## config.mk

```make
export PLATFORM = sky130hd
export DESIGN_NAME = axi_lite_arbiter_flat
export DESIGN_NICKNAME = d
export VERILOG_FILES = /design/src/rtl/axi_arb_pkg.sv /design/src/rtl/axi_lite_if.sv /design/src/rtl/axi_arb_pick.sv /design/src/rtl/axi_lite_arbiter.sv /design/src/flat_wrapper.sv
export SDC_FILE = /design/constraint.sdc
export NUM_CORES = 1
export LEC_CHECK = 0
export ABC_AREA = 1
export BUFFER_PORTS_ARGS = -buffer_cell sky130_fd_sc_hd__clkbuf_2
export CAP_MARGIN = 5
export CORE_AREA = 2 2 171 173
export DETAILED_ROUTE_END_ITERATION = 12
export DIE_AREA = 0 0 173 175
export HOLD_SLACK_MARGIN = 0.12
export PLACE_DENSITY = 0.37
export SLEW_MARGIN = 20
export SYNTH_ARGS = -nofsm -noshare
export SYNTH_HDL_FRONTEND = slang
export SYNTH_SLANG_ARGS = --single-unit
```

## constraint.sdc

```tcl
create_clock -name clk -period 1.4 [get_ports clk]
set_input_delay 0.07 -clock clk [delete_from_list [all_inputs] [get_ports clk]]
set_output_delay 0.07 -clock clk [all_outputs]
set_load 0.01 [all_outputs]
```

## src/rtl/axi_arb_pkg.sv

```systemverilog
// axi_arb_pkg: shared types and constants for the 2:1 AXI4-Lite arbiter.
package axi_arb_pkg;
    typedef enum logic [2:0] {IDLE, RD_ADDR, RD_DATA, WR_XFER, WR_RESP} arb_state_t;
    typedef logic mid_t;
    localparam int NUM_M = 2;
    localparam logic [1:0] RESP_OKAY = 2'b00;
    localparam logic [1:0] RESP_SLVERR = 2'b10;
endpackage

```

## src/rtl/axi_lite_if.sv

```systemverilog
// axi_lite_if: 32-bit AXI4-Lite bundle (AR/R/AW/W/B).
interface axi_lite_if;
    logic        arvalid, arready, rvalid, rready, awvalid, awready, wvalid, wready, bvalid, bready;
    logic [31:0] araddr, rdata, awaddr, wdata;
    logic [3:0]  wstrb;
    logic [1:0]  rresp, bresp;
    modport master (output arvalid, araddr, rready, awvalid, awaddr, wvalid, wdata, wstrb, bready,
                    input arready, rvalid, rdata, rresp, awready, wready, bvalid, bresp);
    modport slave (input arvalid, araddr, rready, awvalid, awaddr, wvalid, wdata, wstrb, bready,
                   output arready, rvalid, rdata, rresp, awready, wready, bvalid, bresp);
endinterface

```

## src/rtl/axi_arb_pick.sv

```systemverilog
// axi_arb_pick: combinational winner and direction select.
// ARB_ROUND_ROBIN_EN selects alternating tie-break instead of fixed HI_PRIO.
module axi_arb_pick import axi_arb_pkg::*; #(
    parameter bit HI_PRIO  = 1'b1,
    parameter bit WR_FIRST = 1'b1
) (
    input  logic [1:0] req_rd_i,
    input  logic [1:0] req_wr_i,
    input  mid_t       last_i,
    output mid_t       gnt_o,
    output logic       is_wr_o
);
    logic [1:0] req;
    mid_t       tie;
    assign req = req_rd_i | req_wr_i;
`ifdef ARB_ROUND_ROBIN_EN
    localparam bit unused_hi_prio = HI_PRIO;
    assign tie = !last_i;
`else
    logic unused_last;
    assign unused_last = last_i;
    assign tie = HI_PRIO;
`endif
    assign gnt_o   = &req ? tie : req[1];
    assign is_wr_o = req_wr_i[gnt_o] && (WR_FIRST || !req_rd_i[gnt_o]);
endmodule

```

## src/rtl/axi_lite_arbiter.sv

```systemverilog
// axi_lite_arbiter: 2:1 AXI4-Lite arbiter, one transaction in flight, grant held until response.
// ARB_ROUND_ROBIN_EN enables round-robin tie-break (builds the last-granted register).
module axi_lite_arbiter import axi_arb_pkg::*; #(
    parameter bit HI_PRIO  = 1'b1,
    parameter bit WR_FIRST = 1'b1
) (
    input  logic       clk,
    input  logic       reset_n,
    axi_lite_if.slave  m0,
    axi_lite_if.slave  m1,
    axi_lite_if.master s
);
    arb_state_t  state_q;
    mid_t        gnt_q, pick_gnt, last;
    logic        aw_done_q, w_done_q, pick_wr;
    logic        rd_a, rd_d, wr_x, wr_r, aw_act, w_act, aw_fin, w_fin, xfer_done;
    logic [1:0]  arvalid, awvalid, wvalid, rready, bready;
    logic [31:0] araddr [NUM_M];
    logic [31:0] awaddr [NUM_M];
    logic [31:0] wdata [NUM_M];
    logic [3:0]  wstrb [NUM_M];
    assign arvalid = {m1.arvalid, m0.arvalid};
    assign awvalid = {m1.awvalid, m0.awvalid};
    assign wvalid  = {m1.wvalid, m0.wvalid};
    assign rready  = {m1.rready, m0.rready};
    assign bready  = {m1.bready, m0.bready};
    assign araddr  = '{m0.araddr, m1.araddr};
    assign awaddr  = '{m0.awaddr, m1.awaddr};
    assign wdata   = '{m0.wdata, m1.wdata};
    assign wstrb   = '{m0.wstrb, m1.wstrb};
    assign rd_a   = state_q == RD_ADDR;
    assign rd_d   = state_q == RD_DATA;
    assign wr_x   = state_q == WR_XFER;
    assign wr_r   = state_q == WR_RESP;
    assign aw_act = wr_x && !aw_done_q;
    assign w_act  = wr_x && !w_done_q;
    assign s.arvalid = rd_a && arvalid[gnt_q];
    assign s.araddr  = araddr[gnt_q];
    assign s.rready  = rd_d && rready[gnt_q];
    assign s.awvalid = aw_act && awvalid[gnt_q];
    assign s.awaddr  = awaddr[gnt_q];
    assign s.wvalid  = w_act && wvalid[gnt_q];
    assign s.wdata   = wdata[gnt_q];
    assign s.wstrb   = wstrb[gnt_q];
    assign s.bready  = wr_r && bready[gnt_q];
    assign m0.arready = rd_a && !gnt_q && s.arready;
    assign m0.rvalid  = rd_d && !gnt_q && s.rvalid;
    assign m0.awready = aw_act && !gnt_q && s.awready;
    assign m0.wready  = w_act && !gnt_q && s.wready;
    assign m0.bvalid  = wr_r && !gnt_q && s.bvalid;
    assign m0.rdata   = s.rdata;
    assign m0.rresp   = s.rresp;
    assign m0.bresp   = s.bresp;
    assign m1.arready = rd_a && gnt_q && s.arready;
    assign m1.rvalid  = rd_d && gnt_q && s.rvalid;
    assign m1.awready = aw_act && gnt_q && s.awready;
    assign m1.wready  = w_act && gnt_q && s.wready;
    assign m1.bvalid  = wr_r && gnt_q && s.bvalid;
    assign m1.rdata   = s.rdata;
    assign m1.rresp   = s.rresp;
    assign m1.bresp   = s.bresp;
    // a channel counts as finished if it completed earlier or handshakes this cycle
    assign aw_fin    = aw_done_q || (s.awvalid && s.awready);
    assign w_fin     = w_done_q || (s.wvalid && s.wready);
    assign xfer_done = (rd_d && s.rvalid && s.rready) || (wr_r && s.bvalid && s.bready);
`ifdef ARB_ROUND_ROBIN_EN
    mid_t last_q;
    always_ff @(posedge clk or negedge reset_n) begin
        if (!reset_n) last_q <= 1'b1;
        else if (xfer_done) last_q <= gnt_q;
    end
    assign last = last_q;
`else
    assign last = 1'b1;
`endif
    axi_arb_pick #(.HI_PRIO(HI_PRIO), .WR_FIRST(WR_FIRST)) u_pick (
        .req_rd_i(arvalid),
        .req_wr_i(awvalid),
        .last_i  (last),
        .gnt_o   (pick_gnt),
        .is_wr_o (pick_wr)
    );
    always_ff @(posedge clk or negedge reset_n) begin
        if (!reset_n) begin
            state_q   <= IDLE;
            gnt_q     <= 1'b0;
            aw_done_q <= 1'b0;
            w_done_q  <= 1'b0;
        end else begin
            case (state_q)
                IDLE: if (|(arvalid | awvalid)) begin
                    gnt_q   <= pick_gnt;
                    state_q <= pick_wr ? WR_XFER : RD_ADDR;
                end
                RD_ADDR: if (s.arvalid && s.arready) state_q <= RD_DATA;
                RD_DATA, WR_RESP: if (xfer_done) state_q <= IDLE;
                WR_XFER: begin
                    aw_done_q <= aw_fin && !w_fin;
                    w_done_q  <= w_fin && !aw_fin;
                    if (aw_fin && w_fin) state_q <= WR_RESP;
                end
                default: state_q <= IDLE;
            endcase
        end
    end
endmodule
```

## src/flat_wrapper.sv

```systemverilog
// flat-port wrapper written by rule: the top's interface ports become plain ports
module axi_lite_arbiter_flat import axi_arb_pkg::*;
#(
    parameter bit HI_PRIO  = 1'b1,
    parameter bit WR_FIRST = 1'b1
)
  (clk, reset_n, m0_arvalid, m0_araddr, m0_rready, m0_awvalid, m0_awaddr, m0_wvalid, m0_wdata, m0_wstrb, m0_bready, m0_arready, m0_rvalid, m0_rdata, m0_rresp, m0_awready, m0_wready, m0_bvalid, m0_bresp, m1_arvalid, m1_araddr, m1_rready, m1_awvalid, m1_awaddr, m1_wvalid, m1_wdata, m1_wstrb, m1_bready, m1_arready, m1_rvalid, m1_rdata, m1_rresp, m1_awready, m1_wready, m1_bvalid, m1_bresp, s_arvalid, s_araddr, s_rready, s_awvalid, s_awaddr, s_wvalid, s_wdata, s_wstrb, s_bready, s_arready, s_rvalid, s_rdata, s_rresp, s_awready, s_wready, s_bvalid, s_bresp);
  axi_lite_if m0_i ();
  axi_lite_if m1_i ();
  axi_lite_if s_i ();
  input  logic clk;
  input  logic reset_n;
  input wire logic [$bits(m0_i.arvalid)-1:0] m0_arvalid;
  input wire logic [$bits(m0_i.araddr)-1:0] m0_araddr;
  input wire logic [$bits(m0_i.rready)-1:0] m0_rready;
  input wire logic [$bits(m0_i.awvalid)-1:0] m0_awvalid;
  input wire logic [$bits(m0_i.awaddr)-1:0] m0_awaddr;
  input wire logic [$bits(m0_i.wvalid)-1:0] m0_wvalid;
  input wire logic [$bits(m0_i.wdata)-1:0] m0_wdata;
  input wire logic [$bits(m0_i.wstrb)-1:0] m0_wstrb;
  input wire logic [$bits(m0_i.bready)-1:0] m0_bready;
  output wire logic [$bits(m0_i.arready)-1:0] m0_arready;
  output wire logic [$bits(m0_i.rvalid)-1:0] m0_rvalid;
  output wire logic [$bits(m0_i.rdata)-1:0] m0_rdata;
  output wire logic [$bits(m0_i.rresp)-1:0] m0_rresp;
  output wire logic [$bits(m0_i.awready)-1:0] m0_awready;
  output wire logic [$bits(m0_i.wready)-1:0] m0_wready;
  output wire logic [$bits(m0_i.bvalid)-1:0] m0_bvalid;
  output wire logic [$bits(m0_i.bresp)-1:0] m0_bresp;
  input wire logic [$bits(m1_i.arvalid)-1:0] m1_arvalid;
  input wire logic [$bits(m1_i.araddr)-1:0] m1_araddr;
  input wire logic [$bits(m1_i.rready)-1:0] m1_rready;
  input wire logic [$bits(m1_i.awvalid)-1:0] m1_awvalid;
  input wire logic [$bits(m1_i.awaddr)-1:0] m1_awaddr;
  input wire logic [$bits(m1_i.wvalid)-1:0] m1_wvalid;
  input wire logic [$bits(m1_i.wdata)-1:0] m1_wdata;
  input wire logic [$bits(m1_i.wstrb)-1:0] m1_wstrb;
  input wire logic [$bits(m1_i.bready)-1:0] m1_bready;
  output wire logic [$bits(m1_i.arready)-1:0] m1_arready;
  output wire logic [$bits(m1_i.rvalid)-1:0] m1_rvalid;
  output wire logic [$bits(m1_i.rdata)-1:0] m1_rdata;
  output wire logic [$bits(m1_i.rresp)-1:0] m1_rresp;
  output wire logic [$bits(m1_i.awready)-1:0] m1_awready;
  output wire logic [$bits(m1_i.wready)-1:0] m1_wready;
  output wire logic [$bits(m1_i.bvalid)-1:0] m1_bvalid;
  output wire logic [$bits(m1_i.bresp)-1:0] m1_bresp;
  output wire logic [$bits(s_i.arvalid)-1:0] s_arvalid;
  output wire logic [$bits(s_i.araddr)-1:0] s_araddr;
  output wire logic [$bits(s_i.rready)-1:0] s_rready;
  output wire logic [$bits(s_i.awvalid)-1:0] s_awvalid;
  output wire logic [$bits(s_i.awaddr)-1:0] s_awaddr;
  output wire logic [$bits(s_i.wvalid)-1:0] s_wvalid;
  output wire logic [$bits(s_i.wdata)-1:0] s_wdata;
  output wire logic [$bits(s_i.wstrb)-1:0] s_wstrb;
  output wire logic [$bits(s_i.bready)-1:0] s_bready;
  input wire logic [$bits(s_i.arready)-1:0] s_arready;
  input wire logic [$bits(s_i.rvalid)-1:0] s_rvalid;
  input wire logic [$bits(s_i.rdata)-1:0] s_rdata;
  input wire logic [$bits(s_i.rresp)-1:0] s_rresp;
  input wire logic [$bits(s_i.awready)-1:0] s_awready;
  input wire logic [$bits(s_i.wready)-1:0] s_wready;
  input wire logic [$bits(s_i.bvalid)-1:0] s_bvalid;
  input wire logic [$bits(s_i.bresp)-1:0] s_bresp;
  assign m0_i.arvalid = m0_arvalid;
  assign m0_i.araddr = m0_araddr;
  assign m0_i.rready = m0_rready;
  assign m0_i.awvalid = m0_awvalid;
  assign m0_i.awaddr = m0_awaddr;
  assign m0_i.wvalid = m0_wvalid;
  assign m0_i.wdata = m0_wdata;
  assign m0_i.wstrb = m0_wstrb;
  assign m0_i.bready = m0_bready;
  assign m0_arready = m0_i.arready;
  assign m0_rvalid = m0_i.rvalid;
  assign m0_rdata = m0_i.rdata;
  assign m0_rresp = m0_i.rresp;
  assign m0_awready = m0_i.awready;
  assign m0_wready = m0_i.wready;
  assign m0_bvalid = m0_i.bvalid;
  assign m0_bresp = m0_i.bresp;
  assign m1_i.arvalid = m1_arvalid;
  assign m1_i.araddr = m1_araddr;
  assign m1_i.rready = m1_rready;
  assign m1_i.awvalid = m1_awvalid;
  assign m1_i.awaddr = m1_awaddr;
  assign m1_i.wvalid = m1_wvalid;
  assign m1_i.wdata = m1_wdata;
  assign m1_i.wstrb = m1_wstrb;
  assign m1_i.bready = m1_bready;
  assign m1_arready = m1_i.arready;
  assign m1_rvalid = m1_i.rvalid;
  assign m1_rdata = m1_i.rdata;
  assign m1_rresp = m1_i.rresp;
  assign m1_awready = m1_i.awready;
  assign m1_wready = m1_i.wready;
  assign m1_bvalid = m1_i.bvalid;
  assign m1_bresp = m1_i.bresp;
  assign s_arvalid = s_i.arvalid;
  assign s_araddr = s_i.araddr;
  assign s_rready = s_i.rready;
  assign s_awvalid = s_i.awvalid;
  assign s_awaddr = s_i.awaddr;
  assign s_wvalid = s_i.wvalid;
  assign s_wdata = s_i.wdata;
  assign s_wstrb = s_i.wstrb;
  assign s_bready = s_i.bready;
  assign s_i.arready = s_arready;
  assign s_i.rvalid = s_rvalid;
  assign s_i.rdata = s_rdata;
  assign s_i.rresp = s_rresp;
  assign s_i.awready = s_awready;
  assign s_i.wready = s_wready;
  assign s_i.bvalid = s_bvalid;
  assign s_i.bresp = s_bresp;
  axi_lite_arbiter #(.HI_PRIO(HI_PRIO), .WR_FIRST(WR_FIRST)) u_core (.clk(clk), .reset_n(reset_n), .m0(m0_i), .m1(m1_i), .s(s_i));
endmodule
```

After elaboration in Yosys (flattened, before gate mapping):

Cells that the tools add are included.

* register bits: 6
* latch bits: 0
* bits in writable memories: 0
* ROM bits: 0
* input bits: 253
* output and inout port bits: 187
* word-level logic and storage cells: 99
* memories kept: 0

* $add $sub $neg: 0
* multiply operators: 0
* divide/modulo/power cells: 0
* $lt $le $gt $ge: 3
* eq/ne operators: 8
* shift operators: 0
* mux-type cells: 31
* bitwise gates (word level): 2
* reduce and logical (&&, ||, !) cells: 51

Operators by type and width (number)
* 32-bit 2-to-1 mux: 9
* 1-bit logical AND: 37
* 1-bit 2-to-1 mux: 13
* 3-bit 2-to-1 mux: 4
* 4-bit 2-to-1 mux: 3
* 3-bit one-hot mux with 4 select lines: 1
* 3-bit by 2-bit equality test with 1-bit output, second input constant: 2
* 1-bit zero test: 5
* 1-bit by 2-bit < comparator with 1-bit output, second input constant: 2
* 2-bit by 1-bit != test with 1-bit output, second input constant: 2
* 2-bit != test, second input constant: 2
* 2-bit AND reduction: 2
* 4-bit AND reduction: 1
* 2-bit OR reduction: 2
* 3-bit by 1-bit equality test with 1-bit output, second input constant: 1
* 3-bit equality test, second input constant: 1
* 3-bit zero test: 1
* 1-bit logical OR: 3
* 2-bit greater-or-equal comparator, second input constant: 1
* 2-bit 2-to-1 mux: 1
* 1-bit NOT with 2-bit output: 1
* 2-bit OR: 1

Logic depth before layout (Yosys ltp):

Gate-level depths: netlist of the first run.

* depth in word-level cells: 8
* gate-level depth with buffers: 10
* mapped depth without buffers: 10

By module:

From an unflattened synthesis of the first run, not the netlist that was laid out.

* cells, all modules: 503
* area total of the unflattened synthesis: 2394.8 um^2

By module, submodules not included
* axi_lite_arbiter: times used 1, cells each 498, area an instance 2376.0 um^2, sequential area each 150.1 um^2
* axi_arb_pick: times used 1, cells each 5, area an instance 18.8 um^2, sequential area each 0.0 um^2

Worst setup path before layout of the first run:

No wires, ideal clock.

* kind: flip-flop to flip-flop
* start: register u_core.gnt_q
* end: register u_core.state_q[1]
* setup time: 117 ps
* arrival time: 1168 ps
* required time: 1283 ps
* path slack: 115 ps
* cell stages (with the launch flop): 10
* buffers on the path: 1
* clock period less this slack: 1285 ps
* cells stage by stage: dfrtp_1 -> buf_4 -> nand2_1 -> nand2_1 -> o21ai_1 -> nand2_1 -> nor2_4 -> nand2_2 -> nand2_1 -> nand2_1

* cells in the longest elaborated chain, start to end: 8
* elaborated cells between the ends (all ways): 28
* classes of those cells: eq/ne (3); mux (10); reduce/logical (15)

Ends and longest elaborated chain
* start: declaration: line axi_lite_arbiter.sv:14 `mid_t gnt_q, pick_gnt, last;`
* start signal: assignment: line axi_lite_arbiter.sv:92 `gnt_q <= pick_gnt;`
* 1-bit 2-to-1 mux, on equally long branches (2 in a row): line axi_lite_arbiter.sv:40, axi_lite_arbiter.sv:42
* 1-bit logical AND, on equally long branches: line axi_lite_arbiter.sv:40, axi_lite_arbiter.sv:42
* 1-bit logical AND, on equally long branches: line axi_lite_arbiter.sv:63, axi_lite_arbiter.sv:64
* 1-bit logical OR, on equally long branches: line axi_lite_arbiter.sv:63, axi_lite_arbiter.sv:64
* 1-bit logical AND: line axi_lite_arbiter.sv:100 `if (aw_fin && w_fin) state_q <= WR_RESP;`
* 2-bit != test (no source line)
* 4-bit AND reduction (no source line) *
* end signal: assignment: line axi_lite_arbiter.sv:93 `state_q <= pick_wr ? WR_XFER : RD_ADDR;`
* end: declaration: line axi_lite_arbiter.sv:13 `arb_state_t state_q;`

Every way passes the cells marked *; elsewhere a longest branch is shown, timed or not. The select of a mux whose other input is x is not followed.
A chain may end at the register's enable or synchronous reset.

Final worst setup path of the first run:

* start: register u_core.gnt_q
* end: output s_araddr[10]

* cells in the longest elaborated chain, start to end: 4

Ends and longest elaborated chain
* 1-bit NOT with 2-bit output (not written as such): line axi_lite_arbiter.sv:38 `assign s.araddr = araddr[gnt_q];`
* 32-bit 2-to-1 mux (not written as such) (3 in a row): line axi_lite_arbiter.sv:38
* end: declaration: line flat_wrapper.sv:48 `output wire logic [$bits(s_i.araddr)-1:0] s_araddr;`

Every way passes these cells. The select of a mux whose other input is x is not followed.

==> impl_metrics.csv, run 1 <==
group,metric,value,unit
run_status,status,"finished with violations",
run_status,violations,"setup timing",
cts,clkSinkCount,6,
power_and_ir_drop,p_int,4780,µW
routing,first_iter_violations,72,
timing,relSlewSlack,0.788,
setup_path,r2r_end,"u_core.state_q[2]",
timing,rsz0062_at_grt,"true",
routing,wire_per_inst,14.5,µm
floorplanning,io_pins,440,
global_routing,grt_pass1_vias,3853,
power_and_ir_drop,pwr-share-seq,0.043,
final_layout,area_growth_syn_to_layout,131,%
setup_path,rr_worst_depth,9,
setup_path,crit_fanout,8,
cts,clock_tree.root_cell,"clkbuf_16",
power_and_ir_drop,power_frac_comb,0.908,
placed_design,placed_cells,1136,
setup_path,r2r_start,"u_core.gnt_q",
final_layout,final_area,5350,µm²
final_layout,fin_cells,1159,
placed_design,gp_congestion,0.732,
power_and_ir_drop,p_switching,5010,µW
final_layout,antenna_cells,0,
global_routing,antenna_found_initial,1,
placed_design,placed_area,4030,µm²
logic_synthesis,synth.distinct_cells,21,
power_and_ir_drop,p_leak,0.00324,µW
setup_path,r2r_slack,-0.13,ns
timing,fin_skew,0.00386,ns
floorplanning,die_w,173,µm
timing,hold_ws,0.140,ns
routing,dr.pass1.iters,4,
power_and_ir_drop,p_total,9790,µW
floorplanning,rows,62,
timing,period_share,1.13,
power_and_ir_drop,ir_worst_vdd,0.605,mV
power_and_ir_drop,clockPowerShare,0.049,
logic_synthesis,synth.avg_cell_area,4.71,µm²
floorplanning,start_util,0.0816,
timing,worst_pin_slew,0.318,ns
routing,vias,3982,
final_layout,fillCellCount,3313,
setup_path,cp.arrival,1.52,ns
setup_path,cp_data_required_time,1.33,ns
placed_design,portBuffers,331,
routing,drt_wl_total,16800,µm
routing,viasPerCell,3.44,
floorplanning,floorplan.die_area,30300,µm²
setup_path,end_kind,"primary output",
logic_synthesis,seq_area_frac_synth,0.0648,
final_layout,finalNetCount,1029,
cts,clk_latency,0.23,ns
logic_synthesis,syn_inst,492,
setup_path,criticalPathCategory,"reg -> out",
routing,ant_nets,0,
power_and_ir_drop,p_per_area,1830,nW/µm²
logic_synthesis,ys_ff_latch,6,
timing,final.setup.worst_slack,-0.187,ns
final_layout,mostFrequentLayoutCells,"248 x clkbuf_2, 234 x nand2_1, 52 x nand2_2",
cts,cts_buffer_depth,2,
timing,layout_min_cycle_time,1.59,ns
logic_synthesis,synthesis.nets,745,
final_layout,mostFrequentLayoutCell,"clkbuf_2",
min_path,hold_class,"in -> out",
min_path,hold_end,"m0_rdata[2]",
timing,hold_viol,0,
global_routing,overflow,0,
global_routing,grt_max_degree,50,
setup_path,startpoint_type,"flip-flop",
placed_design,dp_hpwl,13300,µm
floorplanning,die_height,175,µm
timing,slew_viol_final,0,
final_layout,drive_gt1_frac,0.637,
logic_synthesis,syn-cell-area,2320,µm²
timing,fmax,0.630,GHz
floorplanning,coreArea,28400,µm²
cts,cts_tree,"yes",
min_path,min_from,"s_rdata[2]",
cts,h-tree-depth,1,
timing,setup_viol,110,
global_routing,grt_pass1_wl,22900,µm
job,drv_cap,0,
cts,cts_buffers,3,
power_and_ir_drop,switching_share,0.511,
logic_synthesis,yosysWarnings,0,
global_routing,track_usage,0.0988,
min_path,whs_path_depth,0,
cts,clk_pin_slew_worst_paths,0.04,ns
routing,route.detailed.drc,0,
-- cells in the mapped netlist --
cell      instances  share of area
nand2_1         328           0.53
buf_4            73           0.24
nor2_1           15          0.024
inv_1            14          0.023
clkbuf_1         11          0.018
nand3_1           8          0.017
buf_2             6          0.013
dfrtp_1           6          0.065
nor3_1            6          0.013
buf_1             5         0.0081
o21ai_0           4         0.0086
a21oi_1           3         0.0065
inv_2             3         0.0049
o21ai_1           3         0.0065
a21boi_1          1         0.0032
a22o_1            1         0.0038
nand2_2           1         0.0027
nand3_2           1         0.0043
nand4_1           1         0.0027
nor2_4            1         0.0049
o211ai_1          1         0.0032
-- power groups by stage --
stage / combinational, µW / sequential [µW] / clock (µW)
after floorplan: 3300 / 310 / 0
after global placement: 5920 / 353 / 0
after detailed placement: 5870 / 356 / 0
after CTS: 7420 / 403 / 489
after global routing: 9620 / 435 / 499
final: 8880 / 420 / 484
-- repair_timing --
| item | 4_1_cts | 5_1_grt |
|---|---|---|
| cloned | 6 | 4 |
| setup endpoints to repair | 112 | 121 |
| endpoints found under the hold margin | 6 | 0 |
| gates resized for setup | 64 | 247 |
| buffers inserted | 6 | 5 |
| hold buffers | 1 | 0 |
| pin swaps | 6 | 36 |
-- cell type report --
class / count / area [µm²] / area share
repair buffers: 373 / 2550 / 0.477
repair inverters: 1 / 6.26 / 0.00117
clock buffers: 4 / 78.8 / 0.0147
multi-input cells: 374 / 2000 / 0.374
well taps: 384 / 480 / 0.0898
inverters: 17 / 76.3 / 0.0143
flip-flops and latches: 6 / 154 / 0.0288
-- state kept, by name, indices dropped and copies added, names as in the netlist --
signal / flops
u_core.w_done_q: 1
u_core.state_q: 3
u_core.gnt_q: 1
u_core.aw_done_q: 1
-- worst max path at each step --
| stage | startpoint | to | slack (ns) | cells after the start |
|---|---|---|---|---|
| after detailed placement | u_core.gnt_q | u_core.state_q[2] | -0.11 | 9 |
| after global routing | u_core.gnt_q | u_core.state_q[1] | -0.24 | 9 |
| after CTS | u_core.gnt_q | s_araddr[10] | -0.18 | 6 |
| final | u_core.gnt_q | s_araddr[10] | -0.19 | 6 |
| after global placement | u_core.gnt_q | u_core.state_q[1] | -0.07 | 9 |
| after floorplan | u_core.gnt_q | u_core.state_q[1] | 0.11 | 9 |
-- critical path, cell delays in order, from the launching register on --
cell	delay [ns]
dfrtp_4	0.58
inv_12	0.13
buf_12	0.14
clkbuf_16	0.18
nand2_2	0.05
nand2_1	0.07
buf_2	0.12
-- cells by family after synthesis --
group                  count (synthesis)  share of synthesized area
DFF                                    6                     0.0648
and+or+nand+nor                      361                      0.600
AOI/OAI and AO/OA                     13                     0.0319
buffers and inverters                112                      0.303
-- stage by stage --
step	util	setup TNS, ns	setup slack (ns)
2_1_floorplan	-	0	0.115
3_3_place_gp	0.142	-0.367	-0.0685
3_5_place_dp	0.142	-0.454	-0.108
4_1_cts	0.162	-15.18	-0.183
5_1_grt	0.188	-20.47	-0.240
6_report	0.188	-13.90	-0.187
-- layer usage --
metal,wire length [µm],track usage,part of all wire,vias up
li1,-,-,-,1976
met1,5880,0.108,0.35,1670
met2,8440,0.180,0.50,281
met3,1870,0.0329,0.11,53
met4,601,0.0318,0.036,2
met5,12,0,0.00071,-
Power figures use the tool's default switching activity.
==> run 2, diff against run 1 <==
- BUFFER_PORTS_ARGS: -buffer_cell sky130_fd_sc_hd__clkbuf_2 -> -buffer_cell sky130_fd_sc_hd__buf_4
- CORE_AREA: 2 2 171 173 -> 2 2 170 172
- DIE_AREA: 0 0 173 175 -> 0 0 172 174
- PLACE_DENSITY: 0.37 -> 0.38
- clock period: 1.4 -> 2.06 ns (I/O delays scaled with it)
==> run 2 against run 1 <==
The run now ends clean. Clock power down 33%. Die area decreased by 1.1%. Total power is 50% lower. Routed wire length fell by 14%. Sequential share of layout area rose by 0.32 points. Critical path depth shrank 1. Sequential cell count did not move. Sequential power fell by 37%. Global-route usage fell by 1.3 points. Hold slack better by 0.034 ns. Cell count fell by 3.2%. Cell area is 10% lower. Largest cell class unchanged. Highest routed layer is now met4.
==> impl_metrics.csv, run 2 (synthesis results as in run 1) <==
group,metric,value,unit
timing,period_share,0.858,
routing,ant_nets,0,
routing,first_iter_violations,96,
global_routing,antenna_found_initial,0,
setup_path,r2r_slack,0.42,ns
floorplanning,die_w,172,µm
cts,clk_latency,0.23,ns
setup_path,path_buf_inv,3,
final_layout,final_area,4810,µm²
floorplanning,floorplan.die_area,29900,µm²
setup_path,cp_data_required_time,1.96,ns
timing,setup_viol,0,
final_layout,fin_cells,1122,
final_layout,area_growth_syn_to_layout,108,%
global_routing,use_met3,0.0287,
routing,drt_wl_total,14400,µm
cts,cts_buffer_depth,2,
timing,final.setup.worst_slack,0.292,ns
global_routing,track_usage,0.0861,
floorplanning,start_util,0.0821,
global_routing,grtUsageMet1,0.0929,
final_layout,largest_reg_flops,3,
placed_design,dp_hpwl,12700,µm
global_routing,grt_max_degree,61,
timing,setup-tns-final,0,ns
cts,h-tree-depth,1,
cts,clock_tree.root_cell,"clkbuf_16",
timing,rsz0062_at_grt,"false",
floorplanning,die_height,174,µm
setup_path,crit_top_cell,"nand2_1",
floorplanning,coreArea,28200,µm²
min_path,min_from,"s_wready",
setup_path,startpoint_type,"flip-flop",
setup_path,cpMaxStageDelayCell,"dfrtp_4",
global_routing,grt_most_used_layer,"met2",
global_routing,met2_usage,0.162,
final_layout,mostFrequentLayoutCell,"buf_4",
floorplanning,io_pins,440,
cts,post_cts_resized,0,
power_and_ir_drop,p_per_area,1010,nW/µm²
timing,hold_viol,0,
cts,cts_buffers,3,
placed_design,place_ws,0.395,ns
timing,relSlewSlack,0.648,
setup_path,rr_worst_depth,9,
final_layout,seq_area,154,µm²
timing,worst_pin_slew,0.524,ns
setup_path,r2r_start,"u_core.gnt_q",
run_status,status,"finished clean",
global_routing,grt_pass1_vias,3723,
setup_path,critical_path.top_delay_family,"buffers and inverters",
setup_path,criticalPathCategory,"reg -> out",
routing,dr.pass1.iters,4,
job,drv_cap,0,
final_layout,multi_input_area,1470,µm²
final_layout,finalNetCount,992,
timing,fin_skew,0.00590,ns
timing,slew_viol_final,0,
setup_path,end_kind,"primary output",
routing,vias,3744,
placed_design,placed_cells,1117,
timing,fmax,0.566,GHz
setup_path,max_stage_delay,0.55,ns
final_layout,top_register,"u_core.state_q",
placed_design,gp_congestion,0.724,
global_routing,overflow,0,
power_and_ir_drop,ir_worst_vdd,0.433,mV
min_path,whs_path_depth,3,
power_and_ir_drop,p_leak,0.00288,µW
routing,route.detailed.drc,0,
min_path,hold_class,"in -> reg",
final_layout,fillCellCount,3395,
setup_path,path_cells,"clkinv_2, buf_12, nand2_1, nand2_1, buf_4",
final_layout,antenna_cells,0,
min_path,hold_end,"u_core.w_done_q",
global_routing,grt_pass1_wl,19900,µm
placed_design,placed_area,4720,µm²
timing,layout_min_cycle_time,1.77,ns
setup_path,crit_fanout,60,
cts,clk_pin_slew_worst_paths,0.04,ns
setup_path,r2r_end,"u_core.state_q[0]",
routing,viasPerCell,3.34,
placed_design,portBuffers,331,
routing,wire_per_inst,12.8,µm
final_layout,drive_gt1_frac,0.469,
cts,cts_tree,"yes",
floorplanning,rows,62,
cts,clkSinkCount,6,
setup_path,cp.arrival,1.66,ns
final_layout,mostFrequentLayoutCells,"333 x buf_4, 328 x nand2_1, 15 x nor2_1",
==> run 2: changes by cell type in the layout (fill, tap and decap cells not counted), moves of 7 or more <==
cell / before / now
nor2_1: 8 / 15
nand2_1: 234 / 328
buf_2: 41 / 0
nand2_2: 52 / 1
nand2_4: 43 / 0
buf_4: 16 / 333
buf_6: 39 / 0
clkbuf_8: 8 / 0
clkbuf_2: 248 / 0
==> run 2: stage by stage <==
step	util	total power (µW)	hold WS (ns)
2_1_floorplan	-	2450	-0.193
3_3_place_gp	0.167	4650	-0.0780
3_5_place_dp	0.167	4630	-0.0778
4_1_cts	0.170	4970	0.182
5_1_grt	0.170	5370	0.206
6_report	0.170	4850	0.174
==> run 2: timing repair <==
action,CTS,global route
hold buffers,1,0
endpoints found under the hold margin,6,0
buffers inserted,0,0
==> run 2: metal layers <==
metal  share of wire  routed length, µm  up-vias
li1                -                  -     1889
met1            0.37               5290     1561
met2            0.50               7120      274
met3            0.12               1790       20
met4           0.013                180        0
met5               0                  0        -
==> run 2: layout make-up <==
| type | count | area share |
|---|---|---|
| Tap cell | 384 | 0.0998 |
| Multi-Input combinational cell | 374 | 0.304 |
| Timing Repair Buffer | 337 | 0.534 |
| Sequential cell | 6 | 0.0320 |
| Clock buffer | 4 | 0.0164 |
| Inverter | 17 | 0.0135 |
==> run 2: power breakdown <==
| part | total, µW | switching, µW | internal, µW |
|---|---|---|---|
| Clock | 323 | 66.6 | 257 |
| Sequential | 263 | 92.2 | 171 |
| Combinational | 4260 | 2350 | 1910 |
| Total | 4850 | 2510 | 2340 |
==> run 2: worst max-delay path by stage <==
stage                             from                end  slack, ns  cells after the start
after detailed placement  u_core.gnt_q  u_core.state_q[1]       0.40                      9
after CTS                 u_core.gnt_q       s_araddr[24]       0.26                      5
after global routing      u_core.gnt_q       s_araddr[24]       0.19                      5
after global placement    u_core.gnt_q  u_core.state_q[1]       0.43                      9
after floorplan           u_core.gnt_q  u_core.state_q[1]       0.77                      9
final                     u_core.gnt_q       s_araddr[31]       0.29                      5
==> run 2: tightest hold or removal path: cells and delay by family <==
family,cells,cell delay [ns]
compound gates,2,0.17
buf+inv,1,0.09
==> run 3, diff against run 2 <==
- SETUP_SLACK_MARGIN: not set -> 0.5
==> run 3 against run 2 <==
Global-route usage grew 0.32 points. Via count grew 2.9%. Cell count grew 1.2%. Cell area grew 5.6%. Non-clock buffer count grew 13. Largest power group unchanged. Maximum frequency grew 13%. First-iteration DRC count shrank 2.1%. Critical endpoint is now s_araddr[2]. Setup slack gained 0.20 ns. Critical path depth is the same. Register-to-register slack gained 0.11 ns.
==> impl_metrics.csv, run 3 (synthesis results as in run 1) <==
group,metric,value,unit
placed_design,placed_area,4720,µm²
timing,slew_viol_final,0,
power_and_ir_drop,p_switching,2810,µW
final_layout,largest_reg_flops,3,
placed_design,dp_hpwl,12700,µm
final_layout,drive_gt1_frac,0.503,
routing,wire_per_inst,14.0,µm
global_routing,overflow,0,
floorplanning,start_util,0.0821,
final_layout,area_growth_syn_to_layout,119,%
floorplanning,floorplan.die_area,29900,µm²
routing,route.detailed.drc,0,
final_layout,multi_input_area,1530,µm²
routing,ant_nets,0,
routing,viasPerCell,3.39,
final_layout,fin_cells,1135,
timing,period_share,0.761,
run_status,status,"finished clean",
floorplanning,rows,62,
final_layout,antenna_cells,0,
setup_path,rr_worst_depth,8,
global_routing,grt_pass1_vias,3781,
power_and_ir_drop,ir_worst_vdd,0.437,mV
setup_path,worst-path-stages,5,
timing,fin_skew,0.00689,ns
cts,h-tree-depth,1,
setup_path,cp-startpoint,"u_core.gnt_q",
setup_path,max_stage_delay,0.54,ns
cts,clock_tree.root_cell,"clkbuf_16",
min_path,hold_class,"in -> reg",
setup_path,cp_data_required_time,1.96,ns
cts,clk_latency,0.23,ns
timing,final.setup.worst_slack,0.493,ns
timing,setup_viol,0,
routing,first_iter_violations,94,
power_and_ir_drop,switching_share,0.510,
timing,fmax,0.638,GHz
power_and_ir_drop,clockPowerShare,0.059,
power_and_ir_drop,p_per_area,1080,nW/µm²
setup_path,path_buf_inv,3,
setup_path,r2r_start,"u_core.gnt_q",
setup_path,crit_top_cell,"nand2_1",
final_layout,fin_util,0.180,
final_layout,seq_area,156,µm²
final_layout,mostFrequentLayoutCells,"339 x buf_4, 323 x nand2_1, 12 x inv_1, 12 x nor2_1, 8 x nand3_1",
setup_path,path_cells,"buf_6, buf_16, nand2_1, nand2_1, buf_4",
placed_design,place_ws,0.395,ns
routing,vias,3853,
placed_design,placed_cells,1117,
cts,clk_pin_slew_worst_paths,0.04,ns
floorplanning,io_pins,440,
placed_design,portBuffers,331,
routing,dr.pass1.iters,6,
setup_path,cp.arrival,1.46,ns
timing,setup-tns-final,0,ns
timing,hold_viol,0,
timing,rsz0062_at_grt,"true",
placed_design,gp_congestion,0.724,
timing,layout_min_cycle_time,1.57,ns
timing,worst_pin_slew,0.361,ns
final_layout,final_area,5080,µm²
cts,clkSinkCount,6,
final_layout,finalNetCount,1005,
final_layout,mostFrequentLayoutCell,"buf_4",
power_and_ir_drop,p_leak,0.00299,µW
cts,cts_buffer_depth,2,
cts,cts_tree,"yes",
job,drv_cap,0,
global_routing,grt_pass1_wl,20600,µm
setup_path,r2r_slack,0.53,ns
global_routing,antenna_found_initial,0,
final_layout,fillCellCount,3380,
final_layout,top_register,"u_core.state_q",
floorplanning,die_w,172,µm
setup_path,crit_fanout,27,
setup_path,crit_end,"s_araddr[2]",
floorplanning,coreArea,28200,µm²
global_routing,track_usage,0.0893,
power_and_ir_drop,power_frac_comb,0.893,
timing,relSlewSlack,0.758,
floorplanning,die_height,174,µm
setup_path,cpMaxStageDelayCell,"dfrtp_4",
setup_path,critical_path.top_delay_family,"flip-flops",
setup_path,end_kind,"primary output",
global_routing,grt_max_degree,55,
power_and_ir_drop,pwr-share-seq,0.047,
setup_path,startpoint_type,"flip-flop",
power_and_ir_drop,p_int,2700,µW
routing,drt_wl_total,15900,µm
setup_path,r2r_end,"u_core.state_q[1]",
cts,cts_buffers,3,
setup_path,criticalPathCategory,"reg -> out",
[run 3: cell count changes in the layout (fill, tap and decap cells not counted), moves of 4 or more]
cell	change
buf_4	+6
buf_16	+4
nor3_2	+5
nand2_2	+5
nor3_1	-5
nand2_1	-5
[run 3: what timing repair did]
item / 4_1_cts / 5_1_grt
gates resized for setup: 9 / 25
hold buffers: 1 / 0
endpoints found under the hold margin: 6 / 0
endpoints found under the setup margin: 109 / 69
buffers inserted: 3 / 6
pin swaps: 0 / 9
cloned: 1 / 3
[run 3: worst reg2reg max path, stage by stage (launching register included)]
cell and delay, ns:
dfrtp_4 0.50, clkinv_8 0.15, buf_4 0.17, a21boi_2 0.15
nor2_1 0.07, nor2_2 0.17, nor2_4 0.07, nand3_1 0.08
nand2_1 0.05
[run 3: area by class of cell]
class	instances	area share
clock buffer	4	0.0155
sequential	6	0.0308
multi-input combinational	374	0.300
inverter	17	0.0150
tap	384	0.0946
timing repair buffer	350	0.544
[run 3: power groups by stage]
| stage | registers [µW] | logic [µW] | clock network, µW |
|---|---|---|---|
| 2_1_floorplan | 211 | 2240 | 0 |
| 3_3_place_gp | 262 | 4390 | 0 |
| 3_5_place_dp | 268 | 4370 | 0 |
| 4_1_cts | 251 | 4620 | 330 |
| 5_1_grt | 273 | 5430 | 337 |
| 6_report | 262 | 4920 | 326 |
[run 3: metal layers]
layer	track usage	up-vias	wire length [µm]
li1	-	1917	-
met1	0.0966	1642	5910
met2	0.169	274	7990
met3	0.0287	20	1810
met4	0.0151	0	179
met5	0	-	0
[run 3: stage by stage]
step / power [µW] / hold WS, ns
4_1_cts: 5200 / 0.182
3_3_place_gp: 4650 / -0.0780
2_1_floorplan: 2450 / -0.193
6_report: 5510 / 0.173
5_1_grt: 6040 / 0.206
3_5_place_dp: 4630 / -0.0778
[run 3: worst min path at each step]
stage | from | to | slack (ns) | depth (start not counted)
after floorplan | reset_n | u_core.aw_done_q | -0.19 | 0
after CTS | s_wready | u_core.w_done_q | 0.18 | 3
after global routing | s_rdata[26] | m0_rdata[26] | 0.21 | 0
final | s_wready | u_core.w_done_q | 0.17 | 3
after detailed placement | reset_n | u_core.w_done_q | -0.08 | 1
after global placement | reset_n | u_core.w_done_q | -0.08 | 1
